**config.mk**
```make
export PLATFORM = sky130hd
export DESIGN_NAME = fifo_h2f_stream_reader
export DESIGN_NICKNAME = d
export VERILOG_FILES = /design/src/rtl/fifo_h2f_stream_reader.sv
export SDC_FILE = /design/constraint.sdc
export NUM_CORES = 1
export LEC_CHECK = 0
export ABC_AREA = 1
export CORE_ASPECT_RATIO = 1.5
export CORE_MARGIN = 2
export CORE_UTILIZATION = 50
export CTS_CLUSTER_SIZE = 25
export DETAILED_ROUTE_END_ITERATION = 16
export GPL_ROUTABILITY_DRIVEN = 0
export PLACE_DENSITY = 0.77
export SKIP_CTS_REPAIR_TIMING = 1
export SYNTH_ARGS = -nofsm -noshare
export SYNTH_HDL_FRONTEND = slang
export SYNTH_SLANG_ARGS = --single-unit
```
**constraint.sdc**
```tcl
create_clock -name clk_clk -period 3.5 [get_ports clk_clk]
set_input_delay 1.05 -clock clk_clk [delete_from_list [all_inputs] [get_ports clk_clk]]
set_output_delay 1.05 -clock clk_clk [all_outputs]
set_load 0.005 [all_outputs]
```
**src/rtl/fifo_h2f_stream_reader.sv**
```systemverilog
// fifo_h2f_stream_reader
// Polls the HPS->FPGA FIFO fill level over the CSR slave, drains words in
// bounded bursts over the out slave, and presents them to fabric logic as a
// 32-bit valid/ready stream through a small skid FIFO.
//
// state     | meaning
// ----------+--------------------------------------------------------------
// IDLE      | waiting for enable, poll timer expiry and a free skid entry
// POLL      | one-cycle CSR read of the fill level
// POLL_WAIT | fill level returned; size the burst or back off
// DRAIN     | issuing out-slave reads until the burst is exhausted
module fifo_h2f_stream_reader #(
    parameter int BUF_DEPTH     = 4,
    parameter int MAX_BURST     = 8,
    parameter int POLL_INTERVAL = 16
) (
    input  logic        clk_clk,
    input  logic        reset_reset_n,
    input  logic        enable,
    input  logic [31:0] out_readdata,
    output logic        out_read,
    input  logic        out_waitrequest,
    output logic [2:0]  csr_address,
    output logic        csr_read,
    output logic [31:0] csr_writedata,
    output logic        csr_write,
    input  logic [31:0] csr_readdata,
    output logic [31:0] st_data,
    output logic        st_valid,
    input  logic        st_ready,
    output logic [31:0] words_rcvd,
    output logic        busy
);

    localparam int AW = $clog2(BUF_DEPTH);
    localparam int CW = AW + 1;
    localparam int TW = $clog2(POLL_INTERVAL + 1);

    localparam logic [CW-1:0] DEPTH_C     = CW'(BUF_DEPTH);
    localparam logic [31:0]   MAX_B32     = 32'(MAX_BURST);
    localparam logic [7:0]    MAX_B8      = 8'(MAX_BURST);
    localparam logic [TW-1:0] POLL_RELOAD = TW'(POLL_INTERVAL - 1);

    typedef enum logic [1:0] {
        S_IDLE,
        S_POLL,
        S_POLL_WAIT,
        S_DRAIN
    } state_e;

    state_e         state_q, state_d;
    logic [TW-1:0]  timer_q, timer_d;
    logic [7:0]     rem_q, rem_d;
    logic [31:0]    words_q;

    logic [31:0]    mem_q [BUF_DEPTH];
    logic [AW-1:0]  wr_ptr_q, rd_ptr_q;
    logic [CW-1:0]  count_q;

    logic           full;
    logic           pop;
    logic           accept;
    logic [CW-1:0]  free_cnt;
    logic [7:0]     free8;
    logic [7:0]     fill_cap;
    logic [7:0]     burst;
    logic [7:0]     rem_next;

    assign full     = (count_q == DEPTH_C);
    assign free_cnt = DEPTH_C - count_q;
    assign free8    = 8'(free_cnt);
    assign st_valid = (count_q != '0);
    assign st_data  = mem_q[rd_ptr_q];
    assign pop      = st_valid && st_ready;

    // A pop in the same cycle frees the entry the incoming word will use.
    assign out_read = (state_q == S_DRAIN) && (rem_q != 8'd0) && (!full || pop);
    assign accept   = out_read && !out_waitrequest;

    assign csr_address   = 3'd0;
    assign csr_read      = (state_q == S_POLL);
    assign csr_writedata = 32'd0;
    assign csr_write     = 1'b0;
    assign words_rcvd    = words_q;
    assign busy          = (state_q != S_IDLE);

    // Burst size: fill snapshot clipped to the burst limit and to the skid room.
    always_comb begin
        fill_cap = (csr_readdata > MAX_B32) ? MAX_B8 : csr_readdata[7:0];
        burst    = (fill_cap > free8) ? free8 : fill_cap;
    end

    // Next-state logic for the polling/draining sequencer.
    always_comb begin
        state_d  = state_q;
        timer_d  = timer_q;
        rem_d    = rem_q;
        rem_next = rem_q - {7'd0, accept};
        // A read stalled by waitrequest must be carried to completion even
        // when enable drops; otherwise stop issuing after this cycle.
        if (!enable && !(out_read && out_waitrequest)) begin
            rem_next = 8'd0;
        end
        case (state_q)
            S_IDLE: begin
                if (enable && (timer_q == '0) && !full) begin
                    state_d = S_POLL;
                end else if (timer_q != '0) begin
                    timer_d = timer_q - TW'(1);
                end
            end
            S_POLL: begin
                state_d = S_POLL_WAIT;
            end
            S_POLL_WAIT: begin
                if (!enable) begin
                    state_d = S_IDLE;
                    timer_d = '0;
                end else if (burst == 8'd0) begin
                    state_d = S_IDLE;
                    timer_d = POLL_RELOAD;
                end else begin
                    state_d = S_DRAIN;
                    rem_d   = burst;
                end
            end
            S_DRAIN: begin
                rem_d = rem_next;
                if (rem_next == 8'd0) begin
                    state_d = S_IDLE;
                    timer_d = '0;
                end
            end
            default: begin
                state_d = S_IDLE;
                timer_d = '0;
                rem_d   = 8'd0;
            end
        endcase
    end

    // Sequencer registers and accepted-word counter.
    always_ff @(posedge clk_clk or negedge reset_reset_n) begin
        if (!reset_reset_n) begin
            state_q <= S_IDLE;
            timer_q <= '0;
            rem_q   <= 8'd0;
            words_q <= 32'd0;
        end else begin
            state_q <= state_d;
            timer_q <= timer_d;
            rem_q   <= rem_d;
            if (accept) begin
                words_q <= words_q + 32'd1;
            end
        end
    end

    // Skid FIFO: push on accepted word, pop on stream handshake.
    always_ff @(posedge clk_clk or negedge reset_reset_n) begin
        if (!reset_reset_n) begin
            for (int i = 0; i < BUF_DEPTH; i++) begin
                mem_q[i] <= 32'd0;
            end
            wr_ptr_q <= '0;
            rd_ptr_q <= '0;
            count_q  <= '0;
        end else begin
            if (accept) begin
                mem_q[wr_ptr_q] <= out_readdata;
                wr_ptr_q        <= wr_ptr_q + AW'(1);
            end
            if (pop) begin
                rd_ptr_q <= rd_ptr_q + AW'(1);
            end
            case ({accept, pop})
                2'b10:   count_q <= count_q + CW'(1);
                2'b01:   count_q <= count_q - CW'(1);
                default: count_q <= count_q;
            endcase
        end
    end

endmodule
```
==> report_table.html <==
<table>
<tr><th>Metric</th><th>Value</th></tr>
<tr><th colspan="2">Route</th></tr>
<tr><td>Via-per-instance ratio</td><td>a little over 5</td></tr>
<tr><td>Number of design-rule violations left by the first detailed-router iteration</td><td>538</td></tr>
<tr><td>TritonRoute pass-1 iters</td><td>4</td></tr>
<tr><td>Drc violations</td><td>0</td></tr>
<tr><td>Wirelength, routed</td><td>22300 um</td></tr>
<tr><td>Wire length per cell</td><td>14.3 um</td></tr>
<tr><td>Post-DRT Antenna Nets</td><td>0</td></tr>
<tr><td>Routed vias</td><td>between 8000 and 9000</td></tr>
<tr><th colspan="2">Worst setup path</th></tr>
<tr><td>Worst reg-to-reg path cell count</td><td>21</td></tr>
<tr><td>Endpoint of the worst-slack reg-to-reg timing path</td><td>timer_q[3]$_DFFE_PN0P_</td></tr>
<tr><td>Cell with the largest stage delay on the worst path</td><td>dfrtp_4</td></tr>
<tr><td>Critical path's top delay family</td><td>buffers and inverters</td></tr>
<tr><td>Kind of start point of the critical path</td><td>register</td></tr>
<tr><td>Data arrival, critical path</td><td>2.30 ns</td></tr>
<tr><td>Cells traversed along the worst timing path</td><td>inv_2, buf_12, o21ai_0, o22ai_1, clkdlybuf4s50_1</td></tr>
<tr><td>Launch point of the worst reg-to-reg path</td><td>count_q[0]$_DFFE_PN0P_</td></tr>
<tr><td>Worst setup path class</td><td>register to primary output</td></tr>
<tr><td>Largest stage delay, worst path</td><td>a little over 0.6 ns</td></tr>
<tr><td>Worst-case register-to-register setup slack</td><td>around 0.38 ns</td></tr>
<tr><td>Required time at the worst-slack endpoint</td><td>between 2 and 2.5 ns</td></tr>
<tr><td>Highest net fanout along the worst path</td><td>43</td></tr>
<tr><td>Buffers plus inverters on the worst setup path</td><td>3</td></tr>
<tr><td>Endpoint type of the worst setup path</td><td>primary output</td></tr>
<tr><th colspan="2">Place</th></tr>
<tr><td>Post-placement cell area</td><td>approximately 11000 um^2</td></tr>
<tr><td>Placed wire-length estimate after detailed placement</td><td>15000 um</td></tr>
<tr><td>Dpl ws</td><td>-0.257 ns</td></tr>
<tr><td>Number of buffers added on ports</td><td>about 140</td></tr>
<tr><td>Number of placed instances with taps included</td><td>about 1500</td></tr>
<tr><th colspan="2">Synthesis</th></tr>
<tr><td>Cell count after synthesis</td><td>between 1000 and 1500</td></tr>
<tr><td>Cell area after technology mapping</td><td>between 9000 and 10000 um^2</td></tr>
<tr><td>Dominant cell type by area after synthesis</td><td>dfrtp_1</td></tr>
<tr><td>Count of state elements after synthesis</td><td>182</td></tr>
<tr><td>Seq/Total Area, Yosys</td><td>between 40 and 50%</td></tr>
<tr><td>Largest cells by area after synthesis</td><td>dfrtp_1 48%, nand2_1 11%, o21ai_0 11%</td></tr>
<tr><td>Number of warnings issued by yosys</td><td>0</td></tr>
<tr><td>Number of distinct standard cells referenced by the synthesized netlist</td><td>36</td></tr>
<tr><td>Post-synthesis area per instance</td><td>slightly above 8 um^2</td></tr>
<tr><td>Synth top area share</td><td>around half</td></tr>
<tr><th colspan="2">Power and ir drop</th></tr>
<tr><td>Part of the total power dissipated in the clock network</td><td>22.2%</td></tr>
<tr><td>Switching Fraction</td><td>a little over a third</td></tr>
<tr><td>Peak supply drop</td><td>roughly 0.37 mV</td></tr>
<tr><td>Leakage power</td><td>between 5 and 6 nW</td></tr>
<tr><td>Comb power frac</td><td>between 40% and 50%</td></tr>
<tr><td>Internal power component</td><td>approximately 0.0057 W</td></tr>
<tr><td>Power density over the cells</td><td>756 nW/um^2</td></tr>
<tr><td>Power spent charging and discharging nets</td><td>0.00314 W</td></tr>
<tr><td>Share of total power in sequential cells</td><td>36.5%</td></tr>
<tr><th colspan="2">Timing</th></tr>
<tr><td>Maximum achievable frequency</td><td>about 300 MHz</td></tr>
<tr><td>Final worst-path setup slack</td><td>between 0.15 and 0.2 ns</td></tr>
<tr><td>Worst clock skew on the final layout</td><td>between 0.01 and 0.015 ns</td></tr>
<tr><td>Hold WS</td><td>0.479 ns</td></tr>
<tr><td>Worst-case headroom to the max-slew limit</td><td>a little under three fifths</td></tr>
<tr><td>Final count of negative-setup-slack endpoints</td><td>0</td></tr>
<tr><td>Final period utilization</td><td>approximately 96%</td></tr>
<tr><td>Tmin final</td><td>~3.3 ns</td></tr>
<tr><td>Final number of hold-violating endpoints</td><td>0</td></tr>
<tr><td>Actual transition at the worst max-transition pin</td><td>about 0.66 ns</td></tr>
<tr><td>RSZ-0062 raised after global routing</td><td>yes</td></tr>
<tr><td>Final count of pins violating max slew</td><td>0</td></tr>
<tr><th colspan="2">Global route</th></tr>
<tr><td>Maximum number of pins on one net before global-route repair</td><td>68</td></tr>
<tr><td>Vias in the first global route</td><td>between 7000 and 8000</td></tr>
<tr><td>GRT overflow</td><td>0</td></tr>
<tr><td>First-pass GRT wire length</td><td>~37000 um</td></tr>
<tr><td>Overall global routing resource usage</td><td>a little under a quarter</td></tr>
<tr><td>Initial antenna violation count</td><td>0</td></tr>
<tr><th colspan="2">CTS</th></tr>
<tr><td>Clock tree sinks</td><td>roughly 180</td></tr>
<tr><td>Number of buffers created by CTS</td><td>17</td></tr>
<tr><td>H-tree levels</td><td>4</td></tr>
<tr><td>Worst-path clk slew</td><td>about 0.06 ns</td></tr>
<tr><td>Clock Latency Late Sink</td><td>~0.42 ns</td></tr>
<tr><td>Clock Tree Buf Depth</td><td>2</td></tr>
<tr><td>CTS tree</td><td>done</td></tr>
<tr><td>Root buf cell</td><td>clkbuf_16</td></tr>
<tr><th colspan="2">Finish</th></tr>
<tr><td>Final Cell Area</td><td>about 12000 um^2</td></tr>
<tr><td>Layout overhead on the synthesized area</td><td>23.9%</td></tr>
<tr><td>Final standard cell utilization of the core</td><td>roughly 63%</td></tr>
<tr><td>Layout cell share with drive strength beyond 1</td><td>9.15%</td></tr>
<tr><td>Ant. Diodes</td><td>0</td></tr>
<tr><td>Fin cells</td><td>around 1600</td></tr>
<tr><td>Post-layout net count</td><td>roughly 1400</td></tr>
<tr><th colspan="2">Min path</th></tr>
<tr><td>Origin of the worst min-delay path</td><td>mem_q[76]$_DFFE_PN0P_</td></tr>
<tr><td>Hold path depth</td><td>2</td></tr>
<tr><td>Hold Path End</td><td>mem_q[76]$_DFFE_PN0P_</td></tr>
<tr><td>Class of the tightest hold or removal check</td><td>register to register</td></tr>
<tr><th colspan="2">Outcome</th></tr>
<tr><td>Result of the run</td><td>finished clean</td></tr>
<tr><th colspan="2">Floorplan</th></tr>
<tr><td>Die extent in y</td><td>between 150 and 200 um</td></tr>
<tr><td>Core area</td><td>between 15000 and 20000 um^2</td></tr>
<tr><td>Ports placed on the boundary</td><td>roughly 170</td></tr>
<tr><td>Die X-Extent</td><td>between 100 and 150 um</td></tr>
<tr><td>Cell row count</td><td>between 60 and 70</td></tr>
<tr><td>Area enclosed by the die boundary</td><td>between 15000 and 20000 um^2</td></tr>
<tr><td>Starting utilization of the core area</td><td>between 50% and 60%</td></tr>
<tr><th colspan="2">Flow run</th></tr>
<tr><td>Number of maximum-capacitance constraint violations</td><td>0</td></tr>
</table>
## worst max path at each step
stage                                       start                endpoint  slack, ns  cells past startpoint
after floorplan                          st_ready  timer_q[0]$_DFFE_PN0P_       0.21                     19
after CTS                                st_ready                out_read       0.01                      6
after detailed placement         csr_readdata[17]    rem_q[6]$_DFFE_PN0P_      -0.26                     21
after global routing              csr_readdata[8]    rem_q[2]$_DFFE_PN0P_      -0.02                     21
final                     rd_ptr_q[0]$_DFFE_PN0P_             st_data[25]       0.15                      5
after global placement           csr_readdata[17]    rem_q[0]$_DFFE_PN0P_      -0.15                     21
## synth_stat cells (all sizes together)
library cell and instances:
clkbuf 39, conb 1, o21ai 222, nor3 14, fa 1, nand4 13
a21oi 6, nand2 286, nand3 25, xor2 26, dfrtp 182, xnor2 10
nor2 132, a31oi 1, o22ai 32, inv 100, ha 19, and2b 1
nor4 6, buf 48, nand3b 1
## per-stage QoR
step	power, W	TNS [ns]
floorplan	0.00530	0
finish	0.00882	0
CTS	0.00883	0
global placement	0.00674	-1.67
detailed placement	0.00684	-3.06
global route	0.00951	-0.0951
## flip-flops by register name, summed over array words and instances (netlist names)
signal      cells
count_q         3
mem_q         128
rd_ptr_q        2
rem_q           8
state_q         2
timer_q         5
words_rcvd     32
wr_ptr_q        2
## power by group through the flow
stage	combinational, W	sequential [W]	clock (W)
floorplan	0.00220	0.00311	0
global placement	0.00353	0.00321	0
detailed placement	0.00360	0.00324	0
CTS	0.00362	0.00322	0.00199
global route	0.00412	0.00331	0.00208
finish	0.00364	0.00322	0.00196
## worst register-to-register path, delay by kind of cell, from the launching register on
kind | cells | cell delay, ns
AO/OA/AOI/OAI | 3 | 0.59
adder cells (fa/ha/maj) | 4 | 0.82
buffers and inverters | 5 | 0.48
flip-flops | 1 | 0.41
AND/OR/NAND/NOR | 9 | 0.80
## layer usage
layer / vias up / track usage [%] / wire length, um
li1: 3969 / - / -
met1: 3909 / 27.6 / 9020
met5: - / 0 / 0
met4: 0 / 7.25 / 359
met3: 34 / 4.38 / 928
met2: 215 / 41.5 / 12000
## layout make-up
type | instances | area, um^2
clock buffer | 24 | 482
clock inverter | 7 | 120
inverter | 100 | 375
tap | 252 | 315
timing repair buffer | 167 | 1640
sequential | 182 | 4560
multi-input combinational | 832 | 4180
fill | 1660 | 6880
## cells by family after synthesis
group / count (synthesis) / share of synthesized area, %
adder cells (fa/ha/maj): 20 / 2.74
other: 1 / 0.0398
AND/OR/NAND/NOR: 478 / 21.3
buffers and inverters: 187 / 9.38
AO/OA/AOI/OAI: 261 / 14.9
XOR/XNOR: 36 / 3.35
flip-flops: 182 / 48.3
## layout by cell type (no fill, tap or decap), drive strengths merged
master,netlist,final
buf,48,32
xor2,26,26
o22ai,32,32
nand3b,1,1
nand4,13,13
nor3,14,14
a21oi,6,6
inv,100,100
o21ai,222,222
fa,1,1
bufinv,0,3
clkinvlp,0,1
a31oi,1,1
nor4,6,6
conb,1,36
nand2,286,287
nand3,25,25
clkdlybuf4s50,0,134
and2b,1,1
ha,19,19
dfrtp,182,182
nor2,132,132
xnor2,10,10
dlymetal6s2s,0,1
clkinv,0,3
clkbuf,39,24
(Power assumes the default switching activity.)
==> RTL change, RTL diff (same flow settings) <==
The 4 states of `state_e` get a one-hot encoding in 4 bits.
--- a/src/rtl/fifo_h2f_stream_reader.sv
+++ b/src/rtl/fifo_h2f_stream_reader.sv
@@ -41,11 +41,11 @@
     localparam logic [7:0]    MAX_B8      = 8'(MAX_BURST);
     localparam logic [TW-1:0] POLL_RELOAD = TW'(POLL_INTERVAL - 1);
 
-    typedef enum logic [1:0] {
-        S_IDLE,
-        S_POLL,
-        S_POLL_WAIT,
-        S_DRAIN
+    typedef enum logic [3:0] {
+        S_IDLE      = 4'b0001,
+        S_POLL      = 4'b0010,
+        S_POLL_WAIT = 4'b0100,
+        S_DRAIN     = 4'b1000
     } state_e;
 
     state_e         state_q, state_d;
Formal check against the unedited RTL: same outputs for any inputs over 4 cycles, from zero or initial values and one cycle with reset_reset_n low; so few cycles prove little.
==> RTL change against the original RTL <==
- sequential cell count is 2 higher
- design area is 2.6% higher
- setup slack better by 0.050 ns
- clock skew is 0.00096 ns higher
- largest power group unchanged
- highest routed layer unchanged
- critical path type is now in -> reg
- area after synthesis is 0.97% higher
- wire length is 2.2% higher
- critical endpoint is now timer_q[0]
- worst hold slack better by 0.00075 ns
- total power is 22% lower
- fmax is 1.5% higher
- synthesized cell count is 1.6% higher
- final cell count is 2.3% higher
==> RTL change: results (changes against the original RTL) <==
hpwl dp=15,600 µm (+3.6%); ant diodes=0 (unchanged); Ys Warns=0 (unchanged); RR Endpoint=timer_q[0]; Hold Path End=mem_q[89]; Yosys cell types=44 (+22%); HP Start=mem_q[89]; arrival time at the worst endpoint=3.62 ns (+1.32 ns); Vias=8,274 (+1.8%); worst r2r path cells=20 (-4.8%); worst hold path type=reg -> reg; Pleak=5.69 nW (+2.7%); critical path peak fanout=6 (-86%); reg-to-reg slack, setup=0.32 ns (-0.06 ns); top post-synthesis cells by area=dfrtp_1, nand2_1, o21ai_0; worst r2r src=count_q[0]; Worst Skew=0.0119 ns (+0.000962 ns); sequential area share after synthesis=48.4% (+0.075 points); pre-CTS setup slack=-0.379 ns (-0.122 ns); Clk Latency, worst-skew pair=0.43 ns; H-tree levels=4 (unchanged); port buffer count=136 (unchanged); status=finished clean; Clock Pin Slew Worst Setup and Hold Paths=0.07 ns; max FFs per register=128 (unchanged); WL final=22,800 µm (+2.2%); largest net degree at the start of global routing=67 (-1.5%); share of cells above drive strength 1=9.64% (+0.50 points); Rel. slew slack=57.8% (+2.1 points); hold path depth=2 (unchanged); predominant post-synthesis flop cell=dfrtp_1; root buf cell=clkbuf_16; setup ws final=0.205 ns (+0.0503 ns); Top reg by flops=mem_q; TritonCTS Buffers=17 (unchanged); critical path launch point=csr_readdata[22]; syn avg cell area=8.03 µm² (-0.65%); synth cell count leaders=nand2_1, dfrtp_1, o21ai_0; number of global-route vias before repair=8,248 (+5.4%); Longest Clk Path Bufs=2 (unchanged); Synth async-reset ratio=100% (unchanged); Nets=1,420 (+2.2%); drt pass-1 iters=5 (+1); total track usage=23.6% (+0.58 points); first-pass GRT wire length=38,300 µm (+4.3%); VDD IR max=0.416 mV (+13%); non-filler instance count after layout=1,600 (+2.3%); DR iter-0 viols=408 (-24%); initial antenna violation count=0 (unchanged)
-- RTL change: changes by cell type in the layout (fill, tap and decap cells not counted), sizes merged, moves of 7 or more --
cell / delta
buf: +15
clkdlybuf4s50: -7
dlymetal6s2s: +7
nor3: +7
-- RTL change: layer usage --
layer / routed length (µm) / GRT usage (%) / vias up / share of wire, %
met4: 496 / 8.33 / 0 / 2.2
met3: 1070 / 4.73 / 38 / 4.7
met5: 0 / 0 / - / 0
met1: 9210 / 28.1 / 3924 / 40
li1: - / - / 4079 / -
met2: 12000 / 41.8 / 233 / 53
-- RTL change: critical path, cell delays in order --
cell,delay [ns]
clkdlybuf4s50_1,0.41
nor2_1,0.14
nand4_1,0.12
nand3b_1,0.17
nor2_1,0.12
inv_1,0.07
nor2_1,0.10
ha_1,0.24
inv_1,0.06
nor2_1,0.04
o21ai_1,0.12
nand2_1,0.08
nand2_2,0.10
buf_4,0.12
nand3_1,0.08
nand2_2,0.12
nor2_4,0.04
nand2_2,0.07
nand2_4,0.08
buf_4,0.15
nand4_1,0.06
nand2_1,0.07
-- RTL change: cells by family (layout without fill, tap and decap cells) --
family	Yosys count	after routing	share of synthesized area [%]
other	1	36	0.0394
buffers and inverters	189	318	9.29
adder cells (fa/ha/maj)	16	16	2.18
XOR/XNOR	40	40	3.68
flip-flops	184	184	48.4
AO/OA/AOI/OAI	255	255	14.0
AND/OR/NAND/NOR	499	499	22.4
-- RTL change: layout make-up --
cell class | instances | area [µm²]
clock buffer | 20 | 457
tap | 252 | 315
clock inverter | 12 | 186
timing repair buffer | 182 | 1780
inverter | 104 | 399
fill | 1601 | 6650
sequential | 184 | 4610
multi-input combinational | 846 | 4230
-- RTL change: how the worst max path moves through the flow --
stage / to / depth (start not counted)
after floorplan: timer_q[2] / 19
after global placement: timer_q[4] / 21
after detailed placement: timer_q[0] / 23
after CTS: out_read / 7
after global routing: timer_q[1] / 20
final: timer_q[0] / 22
-- RTL change: power by group --
part	switching, mW	leakage, nW	internal (mW)	total, mW
Sequential	0.0832	2.50	2.21	2.30
Combinational	1.32	2.88	1.15	2.47
Clock	0.836	0.304	1.24	2.08
-- RTL change: stage by stage --
step	cell area, µm²	hold slack (ns)
2_1_floorplan	9640	0.442
3_3_place_gp	11200	0.461
3_5_place_dp	11200	0.467
4_1_cts	11800	0.483
5_1_grt	12000	0.501
6_report	12000	0.480
